File: src/rtl/complex_mul_serial.sv
// rtl/complex_mul_serial.sv - serial complex multiplier, one real multiplier, four cycles per product
// Accepts a, b and conj in IDLE, accumulates four partial products in P0..P3, then holds the result in DONE.
module complex_mul_serial #(
  parameter int W  = 8,
  parameter int OW = 2*W+1
) (
  input  logic          clk,
  input  logic          reset,
  input  logic          in_valid,
  output logic          in_ready,
  input  logic          conj,
  input  logic [W-1:0]  a_real,
  input  logic [W-1:0]  a_imag,
  input  logic [W-1:0]  b_real,
  input  logic [W-1:0]  b_imag,
  output logic          out_valid,
  input  logic          out_ready,
  output logic [OW-1:0] out_real,
  output logic [OW-1:0] out_imag
);

  typedef enum logic [2:0] {
    IDLE = 3'd0,
    P0   = 3'd1,
    P1   = 3'd2,
    P2   = 3'd3,
    P3   = 3'd4,
    DONE = 3'd5
  } state_t;

  state_t state_q, state_d;

  logic signed [W-1:0]  ar_q, ar_d, ai_q, ai_d, br_q, br_d, bi_q, bi_d;
  logic                 conj_q, conj_d;
  logic signed [OW-1:0] acc_r_q, acc_r_d, acc_i_q, acc_i_d;
  logic signed [OW-1:0] out_real_q, out_real_d, out_imag_q, out_imag_d;

  logic signed [W-1:0]   mul_a, mul_b;
  logic signed [2*W-1:0] prod;
  logic signed [OW-1:0]  prod_ext;
  logic                  prod_sub;

  // Operand steering for the shared multiplier; prod_sub applies the sign so b_imag is never negated.
  always_comb begin
    mul_a    = ar_q;
    mul_b    = br_q;
    prod_sub = 1'b0;
    case (state_q)
      P1: begin
        mul_a    = ai_q;
        mul_b    = bi_q;
        prod_sub = ~conj_q;
      end
      P2: begin
        mul_a    = ar_q;
        mul_b    = bi_q;
        prod_sub = conj_q;
      end
      P3: begin
        mul_a    = ai_q;
        mul_b    = br_q;
      end
      default: ;
    endcase
  end

  assign prod     = mul_a * mul_b;
  assign prod_ext = {{(OW-2*W){prod[2*W-1]}}, prod};

  always_comb begin
    state_d    = state_q;
    ar_d       = ar_q;
    ai_d       = ai_q;
    br_d       = br_q;
    bi_d       = bi_q;
    conj_d     = conj_q;
    acc_r_d    = acc_r_q;
    acc_i_d    = acc_i_q;
    out_real_d = out_real_q;
    out_imag_d = out_imag_q;
    case (state_q)
      IDLE: begin
        if (in_valid) begin
          ar_d    = $signed(a_real);
          ai_d    = $signed(a_imag);
          br_d    = $signed(b_real);
          bi_d    = $signed(b_imag);
          conj_d  = conj;
          acc_r_d = '0;
          acc_i_d = '0;
          state_d = P0;
        end
      end
      P0: begin
        acc_r_d = acc_r_q + prod_ext;
        state_d = P1;
      end
      P1: begin
        acc_r_d = prod_sub ? acc_r_q - prod_ext : acc_r_q + prod_ext;
        state_d = P2;
      end
      P2: begin
        acc_i_d = prod_sub ? acc_i_q - prod_ext : acc_i_q + prod_ext;
        state_d = P3;
      end
      P3: begin
        acc_i_d    = acc_i_q + prod_ext;
        out_real_d = acc_r_q;
        out_imag_d = acc_i_q + prod_ext;
        state_d    = DONE;
      end
      DONE: begin
        if (out_ready) state_d = IDLE;
      end
      default: state_d = IDLE;
    endcase
  end

  always_ff @(posedge clk or posedge reset) begin
    if (reset) begin
      state_q    <= IDLE;
      ar_q       <= '0;
      ai_q       <= '0;
      br_q       <= '0;
      bi_q       <= '0;
      conj_q     <= 1'b0;
      acc_r_q    <= '0;
      acc_i_q    <= '0;
      out_real_q <= '0;
      out_imag_q <= '0;
    end else begin
      state_q    <= state_d;
      ar_q       <= ar_d;
      ai_q       <= ai_d;
      br_q       <= br_d;
      bi_q       <= bi_d;
      conj_q     <= conj_d;
      acc_r_q    <= acc_r_d;
      acc_i_q    <= acc_i_d;
      out_real_q <= out_real_d;
      out_imag_q <= out_imag_d;
    end
  end

  assign in_ready  = (state_q == IDLE);
  assign out_valid = (state_q == DONE);
  assign out_real  = out_real_q;
  assign out_imag  = out_imag_q;

endmodule
File: config.mk
export PLATFORM = sky130hd
export DESIGN_NAME = complex_mul_serial
export DESIGN_NICKNAME = d
export VERILOG_FILES = /design/src/rtl/complex_mul_serial.sv
export SDC_FILE = /design/constraint.sdc
export NUM_CORES = 1
export LEC_CHECK = 0
export ABC_AREA = 0
export CAP_MARGIN = 20
export CORE_ASPECT_RATIO = 1.1
export CORE_UTILIZATION = 40
export CTS_CLUSTER_SIZE = 16
export DETAILED_ROUTE_END_ITERATION = 10
export PLACE_DENSITY = 0.68
export SLEW_MARGIN = 20
export SYNTH_ARGS = -nofsm -noshare
export SYNTH_HDL_FRONTEND = slang
export SYNTH_SLANG_ARGS = --single-unit
File: constraint.sdc
create_clock -name clk -period 12.3 [get_ports clk]
set_clock_uncertainty 0.1 [all_clocks]
set_input_delay 1.23 -clock clk [delete_from_list [all_inputs] [get_ports clk]]
set_output_delay 1.23 -clock clk [all_outputs]
set_load 0.01 [all_outputs]
==> results of run 1 <==
==> layout make-up <==
cell class / instances / area, µm² / area share [%]
Multi-Input combinational cell: 836 / 6730 / 59.5
Sequential cell: 104 / 2600 / 23.0
Timing Repair Buffer: 78 / 766 / 6.77
Inverter: 143 / 539 / 4.77
Tap cell: 310 / 388 / 3.43
Clock buffer: 12 / 246 / 2.18
Clock inverter: 3 / 42.5 / 0.376
==> logic make-up after synthesis <==
family / Yosys count
multiplexers: 56
XOR/XNOR: 54
AND/OR/NAND/NOR: 317
buffers and inverters: 184
AO/OA/AOI/OAI: 255
adder cells (fa/ha/maj): 154
flip-flops: 104
==> Yosys cell counts (8+ instances only) <==
cell / number / area [µm²]
nand2_1: 113 / 424
clkbuf_1: 36 / 135
nor2_1: 110 / 413
mux2_2: 35 / 394
or3_1: 8 / 50.1
inv_1: 140 / 526
fa_1: 59 / 1180
nand2b_1: 18 / 113
xnor2_1: 42 / 368
ha_1: 95 / 1190
dfrtp_1: 104 / 2600
o221ai_1: 12 / 105
a21o_1: 18 / 135
xor2_1: 12 / 105
o21bai_1: 15 / 113
nor3_1: 10 / 50.1
o21ai_0: 49 / 245
mux2i_1: 21 / 210
nor2b_1: 14 / 87.6
or2_2: 15 / 93.8
a21oi_1: 64 / 320
==> worst reg2reg max path, delay by kind of cell, from the launching register on <==
family	cells	cell delay [ns]
compound gates	7	1.74
xor+xnor	2	0.39
fa+ha+maj	6	2.70
buf+inv	5	0.37
flops	1	0.57
mux	1	0.60
simple gates	8	2.05
==> metrics by stage <==
step	hold WS [ns]	util, %	cells
floorplan	0.377	-	1124
global placement	0.362	45.0	1471
detailed placement	0.365	45.0	1471
CTS	0.381	46.2	1486
global route	0.405	46.2	1486
finish	0.373	46.2	1486
==> worst max-delay path by stage <==
stage,endpoint,slack (ns)
global placement,acc_i_q[16]$_DFFE_PP0P_,3.84
CTS,acc_i_q[16]$_DFFE_PP0P_,3.67
detailed placement,acc_i_q[16]$_DFFE_PP0P_,3.68
finish,acc_i_q[16]$_DFFE_PP0P_,3.69
global route,acc_i_q[16]$_DFFE_PP0P_,3.08
floorplan,acc_i_q[16]$_DFFE_PP0P_,5.02
==> layer usage <==
metal,wire length (µm),GRT usage [%]
met1,11200,25.8
met5,0,0
met4,899,9.49
met3,1400,3.55
met2,12200,36.0
==> flip-flops by register name, summed over array words and instances (netlist names) <==
register  count
acc_i_q      17
acc_r_q      17
out_imag     17
out_real     17
ai_q          8
ar_q          8
bi_q          8
br_q          8
state_q       3
conj_q        1
==> reports/results.txt, run 1 <==
first-pass GRT wire length: 42.3 mm
port bufs: 72
root buffer cell: clkbuf_16
Slew @ Worst Pin: 0.986 ns
Cells after Synth: 1124
synthesized flop and latch total: 104
Crit-path slowest cell: nand2b_1
critical path arrival: 8.75 ns
TritonCTS clock tree: built
most frequent CP cell: nor2_1
DP Wirelength: 20.3 mm
setup TNS: 0 ns
CTS Buf Count: 9
final worst setup slack: 3.69 ns
Avg Inst Size Synth: 8.90 µm²
Placer Congestion: 0.921
status: completed
initial antenna violation count: 0
most common cell after layout, fill and taps aside: inv_1
Hold Vio Cnt, Final: 0
worst min-delay path startpoint: out_real[9]$_DFFE_PP0N_
Crit path depth: 29
CP delay by family, top: adder cells
CP startpoint: state_q[2]$_DFFE_PP0P_
worst r2r path cells: 29
Final Cycle Share: 70.0%
post-layout instance area: 0.0113 mm²
Worst Setup End Kind: flop
mean routed wirelength per cell: 17.3 µm
total track usage: 21.0%
cell row count: 60
Synth Area in Simple Gates: 14.4%
syn nets: 1315
top_reg_cell synth: dfrtp_1
most frequent cells in the layout: inv_1 (139), nand2_1 (112), nor2_1 (110)
number of remaining DRC errors: 0
initial DRC count: 397
number of enable flip-flop cells after synthesis: 0
HP Class: reg -> reg
vias: 8090
main combinational cell family by area after synthesis: adder cells
n_diodes: 0
FILL cells: 2390
vias in the first global route: 8199
FF-to-FF setup slack: 3.69 ns
Starting Density: 40.9%
H-tree levels: 3
largest net degree at the start of global routing: 72
die width: 153 µm
post-synthesis xor/xnor area fraction: 4.73%
register area share after synthesis: 26.0%
share of layout cells above drive strength 1: 8.42%
Critical Path Max Stage Delay: 0.69 ns
CTS resizes: 0
fin crit period: 8.61 ns
async set-reset flop share out of synthesis: 100%
R2R Path Start: state_q[2]$_DFFE_PP0P_
Bufs on Longest Clock Path: 2
post-synthesis compound-gate area fraction: 18.2%
Setup Crit Path Kind: reg -> reg
hold path cells: 2
Core Area: 0.0245 mm²
P&R area growth vs syn: 13.1%
final count of negative-setup-slack endpoints: 0
Worst slew margin: 34.0%
hold buffer count at cts: 0
worst skew pair latency: 0.36 ns
Critical Path RT: 12.44 ns
post-CTS setup buffer count: 0
CP bufs+invs: 5
Detailed Routing Iterations Pass 1: 7
R2R Path End: acc_i_q[16]$_DFFE_PP0P_
die area: 0.0256 mm²
worst slack, placed: 3.68 ns
Startpoint Class: flop
unrepaired setup endpoints after global routing: false
Syn Std Cell Area: 0.0100 mm²
Worst-path clk slew: 0.07 ns
max-cap violations: 0
routed vias/inst: 5.44
final wirelength: 25.7 mm
mux contribution to synthesized area: 6.04%
synth warn: 0
Distinct cells, synth: 77
CTS sink cnt: 104
grt ovf: 0
Final #Nets: 1363
placed cell area: 0.0110 mm²
hold path endpoint: out_real[9]$_DFFE_PP0N_
io pins: 73
Max Transition Viols Final: 0
Post-DRT Antenna Nets: 0
DIE HEIGHT: 168 µm
worst-path maximum fanout: 15
Post-Synth Adder-Cell Area: 23.7%
Max Fclk: 116 MHz
Power of run 1 is left out: the tool's default activity adds up to more than one toggle a clock period on the data nets, which glitch-free logic cannot reach.
==> run 2: changes to the inputs <==
- PLACE_DENSITY: 0.68 -> 0.7
- clock period: 12.3 -> 7.3 ns (I/O delays scaled with it)
==> run 2 against run 1 <==
Net effect: via count up 1.2%; non-clock buffer count up 38; worst setup slack worse by 3.3 ns; cell count up 2.6%; global-route usage down 0.23 points; sequential share of layout area down 0.81 points; design area up 3.7%; critical endpoint unchanged; largest cell class unchanged; wire length down 2.1%; critical path depth unchanged; die area unchanged.
==> reports/results.txt, run 2 (synthesized netlist as in run 1, its figures left out) <==
Worst-path clk slew: 0.07 ns
initial DRC count: 360
Core Area: 0.0245 mm²
grt ovf: 0
worst skew pair latency: 0.37 ns
Bufs on Longest Clock Path: 2
die width: 153 µm
Startpoint Class: flop
Reg area: 0.00260 mm²
fin crit period: 6.93 ns
final count of negative-setup-slack endpoints: 0
share of layout cells above drive strength 1: 13.2%
FILL cells: 2324
Detailed Routing Iterations Pass 1: 7
Max Transition Viols Final: 0
Crit-path slowest cell: fa_1
io pins: 73
cell row count: 60
mean routed wirelength per cell: 16.5 µm
initial antenna violation count: 0
Hold WS: 0.374 ns
unrepaired setup endpoints after global routing: true
DIE HEIGHT: 168 µm
port bufs: 72
n_diodes: 0
Slew @ Worst Pin: 1.09 ns
CTS Buf Count: 9
worst-path maximum fanout: 14
Worst slew margin: 27.0%
Starting Density: 40.9%
most frequent cells in the layout: inv_1 (139), nand2_1 (112), nor2_1 (107)
most common cell after layout, fill and taps aside: inv_1
Post-DRT Antenna Nets: 0
H-tree levels: 3
root buffer cell: clkbuf_16
Critical Path RT: 7.45 ns
first-pass GRT wire length: 42.1 mm
Final #Nets: 1401
vias in the first global route: 8329
largest net degree at the start of global routing: 57
TritonCTS clock tree: built
total track usage: 20.7%
Core Util, Final: 47.9%
hold buffer count at cts: 0
number of remaining DRC errors: 0
max-cap violations: 0
CTS sink cnt: 104
DP Wirelength: 19.6 mm
Setup Crit Path Kind: reg -> reg
Hold Vio Cnt, Final: 0
final wirelength: 25.2 mm
die area: 0.0256 mm²
Worst Setup End Kind: flop
Final Cycle Share: 95.0%
Placer Congestion: 0.923
status: completed
critical path arrival: 7.08 ns
Critical Path Max Stage Delay: 0.52 ns
vias: 8184
Max Fclk: 144 MHz
HP Class: reg -> reg
P&R area growth vs syn: 17.3%
Multi-input gate area: 0.00687 mm²
routed vias/inst: 5.37
[run 2: cell count changes in the layout (fill, tap and decap cells not counted), sizes merged]
cell,previous run,this run
buf,6,44
bufinv,1,0
clkbuf,12,9
clkinv,1,4
clkinvlp,1,2
inv,143,144
[run 2: layer usage]
layer	track usage, %	routed length (µm)
met5	0	0
met4	8.65	687
met3	1.83	959
met2	36.2	12400
met1	26.3	11200
[run 2: layout make-up]
| type | instances | share of cell area, % |
|---|---|---|
| flip-flops and latches | 104 | 22.2 |
| well taps | 310 | 3.31 |
| multi-input cells | 836 | 58.5 |
| repair buffers | 116 | 9.06 |
| clock buffers | 9 | 1.92 |
| inverters | 143 | 4.60 |
| clock inverters | 7 | 0.405 |
[run 2: what timing repair did]
action	4_1_cts	5_1_grt
pin swaps	1	9
buffers inserted	1	6
hold endpoints to repair	0	0
endpoints found under the setup margin	1	15
gates resized for setup	2	27
[run 2: critical path, delay by kind of cell (launching register included)]
family | cells | cell delay, ns
compound gates | 7 | 1.23
xor+xnor | 1 | 0.25
fa+ha+maj | 6 | 2.63
buf+inv | 6 | 0.69
flops | 1 | 0.40
mux | 1 | 0.14
simple gates | 8 | 1.35
[run 2: stage by stage]
| step | TNS [ns] | std cells | setup WS (ns) | cell area, µm² |
|---|---|---|---|---|
| CTS | 0 | 1519 | 0.0360 | 11500 |
| detailed placement | -0.0631 | 1502 | -0.0631 | 11200 |
| global placement | 0 | 1502 | 0.142 | 11200 |
| global route | -0.0707 | 1525 | -0.0384 | 11700 |
| finish | 0 | 1525 | 0.368 | 11700 |
| floorplan | 0 | 1124 | 0.0212 | 10000 |
[run 2: worst paths after layout]
path / slack [ns] / startpoint / endpoint / cells past startpoint
worst max-delay path: 0.37 / state_q[2]$_DFFE_PP0P_ / acc_i_q[16]$_DFFE_PP0P_ / 29
worst min-delay path: 0.37 / out_real[15]$_DFFE_PP0N_ / out_real[15]$_DFFE_PP0N_ / 2
worst max register to register: 0.37 / state_q[2]$_DFFE_PP0P_ / acc_i_q[16]$_DFFE_PP0P_ / 29
worst min register to register: 0.37 / out_real[15]$_DFFE_PP0N_ / out_real[15]$_DFFE_PP0N_ / 2
max in group asynchronous: 5.15 / reset / state_q[0]$_DFFE_PP0P_ / 3
min in group asynchronous: 0.73 / reset / br_q[0]$_DFFE_PP0P_ / 2
Power of run 2 is left out for the same reason.
